--- src/rtl/pl_mem_lsu.sv ---
// pl_mem_lsu: memory-stage load/store unit on a req/ack word bus.
// Steers byte lanes, extends loads, flags faults and bus timeouts.
module pl_mem_lsu #(
    parameter int unsigned TIMEOUT         = 16,
    parameter logic [1:0]  RESULT_SRC_LOAD = 2'b01
) (
    input  logic        clk,
    input  logic        reset,
    input  logic        MemWriteM,
    input  logic [1:0]  ResultSrcM,
    input  logic [31:0] ALUResultM,
    input  logic [31:0] WriteDataM,
    input  logic [2:0]  funct3M,
    output logic        StallM,
    output logic [31:0] ReadDataM,
    output logic        AccFaultM,
    output logic        BusErrM,
    output logic        bus_req,
    output logic        bus_we,
    output logic [31:0] bus_addr,
    output logic [3:0]  bus_be,
    output logic [31:0] bus_wdata,
    input  logic        bus_ack,
    input  logic [31:0] bus_rdata
);

    typedef enum logic [1:0] {S_IDLE, S_WAIT, S_DONE} state_t;

    // Last counter value before abort; unused when TIMEOUT is 0.
    localparam logic [7:0] TMO_LAST =
        (TIMEOUT == 0) ? 8'd0 : 8'(TIMEOUT - 1);

    state_t      state;
    state_t      state_nx;
    logic        access;
    logic        f3_ok;
    logic        misal;
    logic        go;
    logic        tmo_hit;
    logic [1:0]  off;
    logic [7:0]  cnt;
    logic [2:0]  ld_f3;
    logic [1:0]  ld_off;
    logic [3:0]  be_nx;
    logic [31:0] wd_nx;
    logic [31:0] shifted;
    logic [31:0] ext;

    assign off     = ALUResultM[1:0];
    assign access  = MemWriteM | (ResultSrcM == RESULT_SRC_LOAD);
    assign misal   = ((funct3M[1:0] == 2'b01) & off[0])
                   | ((funct3M[1:0] == 2'b10) & (off != 2'b00));
    assign go      = (state == S_IDLE) & access & ~AccFaultM;
    assign tmo_hit = (TIMEOUT != 0) && (cnt == TMO_LAST);
    assign shifted = bus_rdata >> {ld_off, 3'b000};

    // Legal size/sign codes; unsigned variants exist only for loads.
    always_comb begin
        case (funct3M)
            3'b000, 3'b001, 3'b010: f3_ok = 1'b1;
            3'b100, 3'b101:         f3_ok = ~MemWriteM;
            default:                f3_ok = 1'b0;
        endcase
    end

    // Byte enables and lane-replicated store data for the access size.
    always_comb begin
        be_nx = 4'b1111;
        wd_nx = WriteDataM;
        case (funct3M[1:0])
            2'b00: begin
                be_nx = 4'b0001 << off;
                wd_nx = {4{WriteDataM[7:0]}};
            end
            2'b01: begin
                be_nx = off[1] ? 4'b1100 : 4'b0011;
                wd_nx = {2{WriteDataM[15:0]}};
            end
            default: ;
        endcase
    end

    // Align the returned word and sign/zero extend by load type.
    always_comb begin
        case (ld_f3)
            3'b000:  ext = {{24{shifted[7]}}, shifted[7:0]};
            3'b100:  ext = {24'd0, shifted[7:0]};
            3'b001:  ext = {{16{shifted[15]}}, shifted[15:0]};
            3'b101:  ext = {16'd0, shifted[15:0]};
            default: ext = shifted;
        endcase
    end

    // State register.
    always_ff @(posedge clk) begin
        if (reset) state <= S_IDLE;
        else       state <= state_nx;
    end

    // Next state: ack beats a timeout in the same cycle.
    always_comb begin
        state_nx = state;
        case (state)
            S_IDLE:  if (go) state_nx = S_WAIT;
            S_WAIT:  if (bus_ack || tmo_hit) state_nx = S_DONE;
            S_DONE:  state_nx = S_IDLE;
            default: state_nx = S_IDLE;
        endcase
    end

    // Pipeline-facing outputs decoded from state and MEM inputs.
    always_comb begin
        AccFaultM = access & (state == S_IDLE) & (~f3_ok | misal);
        StallM    = ((state == S_IDLE) & access & ~AccFaultM)
                  | (state == S_WAIT);
    end

    // Bus registers, wait counter and load result capture.
    always_ff @(posedge clk) begin
        if (reset) begin
            bus_req   <= 1'b0;
            bus_we    <= 1'b0;
            bus_addr  <= 32'd0;
            bus_be    <= 4'd0;
            bus_wdata <= 32'd0;
            ReadDataM <= 32'd0;
            BusErrM   <= 1'b0;
            cnt       <= 8'd0;
            ld_f3     <= 3'd0;
            ld_off    <= 2'd0;
        end else begin
            BusErrM <= 1'b0;
            case (state)
                S_IDLE: begin
                    if (go) begin
                        bus_req   <= 1'b1;
                        bus_we    <= MemWriteM;
                        bus_addr  <= {ALUResultM[31:2], 2'b00};
                        bus_be    <= be_nx;
                        bus_wdata <= wd_nx;
                        cnt       <= 8'd0;
                        ld_f3     <= funct3M;
                        ld_off    <= off;
                    end
                end
                S_WAIT: begin
                    if (bus_ack) begin
                        bus_req <= 1'b0;
                        if (!bus_we) ReadDataM <= ext;
                    end else if (tmo_hit) begin
                        bus_req   <= 1'b0;
                        ReadDataM <= 32'd0;
                        BusErrM   <= 1'b1;
                    end else begin
                        cnt <= cnt + 8'd1;
                    end
                end
                default: ;
            endcase
        end
    end

endmodule

--- config.mk ---
export PLATFORM = sky130hd
export DESIGN_NAME = pl_mem_lsu
export DESIGN_NICKNAME = d
export VERILOG_FILES = /design/src/rtl/pl_mem_lsu.sv
export SDC_FILE = /design/constraint.sdc
export NUM_CORES = 1
export LEC_CHECK = 0
export ABC_AREA = 1
export BUFFER_PORTS_ARGS = -buffer_cell sky130_fd_sc_hd__buf_2
export CORE_UTILIZATION = 33
export DETAILED_ROUTE_END_ITERATION = 12
export SLEW_MARGIN = 40
export SYNTH_ARGS = -nofsm -noshare
export SYNTH_HDL_FRONTEND = slang
export SYNTH_SLANG_ARGS = --single-unit
--- constraint.sdc ---
create_clock -name clk -period 1.91 [get_ports clk]
set_clock_uncertainty 0.05 [all_clocks]
set_input_delay 0.2865 -clock clk [delete_from_list [all_inputs] [get_ports clk]]
set_output_delay 0.2865 -clock clk [all_outputs]
set_load 0.02 [all_outputs]
==> metrics.txt <==
WL per Instance=between 10 and 15 um; Max FO, Critical Path=2; Yosys warning count=0; die width=~130 um; WP data arrival=~1500 ps; Seq cells post-synth=~120; most common cell after layout, fill and taps aside=buf_2; FILL cells=1724; crit path from=state[0]; final hold violation count=0; worst hold path depth=2; largest net degree at the start of global routing=71; worst skew pair latency=410 ps; maximum VDD drop=636 uV; final setup fails=0; DRC violations left=0; area share of the largest cell type after synthesis=0.425; Initial Util=0.341; Worst Path Required=around 1600 ps; die area=0.0171 sq mm; Period minus WS final=1810 ps; PD cells=951 mW/mm^2; element type at the critical path end=output pin; Synth Flop Type=dfxtp_1; Clock Sinks=116; Root Driver=clkbuf_16; Die H=131 um; Leak=3.32 nW; Placer Congestion=0.870; share of cells above drive strength 1=0.290; final core occ=0.452; final WL=17.5 mm; R2R Path End=ReadDataM[14]; Async S/R FF share, synth=0; Max-Cap Viols=0; R2R cell count=9; H-tree Lvls=4; all-layer global routing usage=0.209; grt peak-use layer=met2; final worst path period share=0.949; Final Cell Area=0.00726 sq mm; GR Util met1=0.258; most frequent cells in the layout=buf_2, nand2_1, dfxtp_1; vias in the first global route=5487; grt met2 use=0.343; outcome=completed; Synth-to-Final Area Change=32.8%; pre-CTS setup slack=between 100 and 150 ps; synth top area cells=dfxtp_1, nand2_1, a21oi_1, nand3_1, o21ai_0; number of port buffers=207; Post-synth EDFFs=0; first drt pass iteration count=5; post-route insts no fill=1206; initial antenna violation count=0; Gate Count Post-Synth=around 780; grt ovf=0; Worst Tran Pin Value=530 ps; number of buffers created by CTS=17; vias=5943; Unique masters post-synth=32; FP Rows=46; Yosys top cell by area=dfxtp_1; setup ws final=a little under 100 ps; register area=0.00232 sq mm; First DRT Iteration DRCs=450; met3 global-route usage=0.0700; Placed Cells=1173; multi-input gate area in the final layout=between 0.002 and 0.003 sq mm; # hold bufs at CTS=0; Synth Cell Area=0.00547 sq mm; unrepaired setup endpoints after global routing=no; # nets final=approximately 1100; max-slew violations=0; fmax=0.552 GHz; Fin Setup TNS=0 ps; first-pass GRT wire length=approximately 28 mm; kind of critical path=reg2out; Core ar.=0.0161 sq mm; Seq/Total Area, Yosys=0.425; vias per inst=4.93; Final ANT Viol Nets=0; CTS tree=built; Clock Tree Buf Depth=2; RR Startpoint=cnt[0]; Ports=210; R2R setup slack=230 ps; clock-pin slew on the worst setup and hold paths=60 ps; Post-DP Area=0.00667 sq mm; ANT cells=0; Detailed Place HPWL=12.5 mm; Slew headroom=0.646; Hold/Removal Path Class=in2reg; Setup crit end=StallM; Synth Area per Inst=7.00 sq um; type of origin of the critical path=flop
where the power goes:
part	switching, mW	total [mW]	leakage, nW	internal [mW]
Clock	1.17	3.12	0.272	1.95
Combinational	0.762	1.18	2.10	0.413
Sequential	0.0684	2.62	0.944	2.55
cells in the mapped netlist, types with 2 or more instances:
cell	n
o21ai_0	71
nor3_1	3
buf_2	16
nand2_2	2
inv_1	25
nand3_1	97
or2_2	7
buf_4	5
dfxtp_1	116
o21ai_1	10
clkbuf_1	24
nor2_4	2
o211ai_1	8
a21oi_1	115
buf_6	13
inv_2	5
nor2_1	54
nand2_1	195
worst max-delay path, stage by stage (launching register included):
cell and delay (ps):
dfxtp_1 300, or2_1 270, nor2_4 160, nand3_4 90
nand2_1 70, buf_2 170
cell type report:
class                      count  area share
clock buffer                  20      0.0615
clock inverter                12      0.0181
inverter                      30      0.0155
multi-input combinational    578       0.372
sequential                   116       0.320
tap                          216      0.0372
timing repair buffer         234       0.176
logic make-up (layout without fill, tap and decap cells):
family / count (synthesis) / after routing / synth area share
adder cells (fa/ha/maj): 1 / 1 / 0.00229
XOR/XNOR: 1 / 1 / 0.00160
flip-flops: 116 / 116 / 0.425
other: 1 / 2 / 0.000686
buffers and inverters: 89 / 296 / 0.0860
AND/OR/NAND/NOR: 367 / 367 / 0.288
AO/OA/AOI/OAI: 207 / 207 / 0.197
worst min-delay path by stage:
stage,slack [ps],end,startpoint
after detailed placement,400,ReadDataM[3],ReadDataM[3]
after floorplan,320,BusErrM,bus_ack
after global placement,400,bus_req,bus_req
final,60,BusErrM,bus_ack
after CTS,40,BusErrM,bus_ack
after global routing,40,BusErrM,bus_ack
per-layer routing:
layer	vias to the layer above	wire length, um
met5	-	0
met2	243	8240
li1	3004	-
met4	0	263
met3	21	1560
met1	2675	7480
through the flow:
step | total power, mW | hold WS (ps)
5_1_grt | 7.24 | 42.5
4_1_cts | 6.98 | 36.5
3_5_place_dp | 3.84 | 399
6_report | 6.91 | 55.4
3_3_place_gp | 3.84 | 398
2_1_floorplan | 3.44 | 315
timing repair:
action | in CTS | in global routing
setup buffers | 1 | 0
resized for setup | 1 | 1
endpoints found under the setup margin | 1 | 4
pin swaps | 1 | 0
state kept, by name (all words and copies together), names as in the netlist:
signal     flops
bus_wdata     32
bus_addr      30
bus_req        1
BusErrM        1
bus_we         1
ReadDataM     32
ld_f3          3
cnt            8
bus_be         4
state          2
ld_off         2
Power figures use the tool's default switching activity.
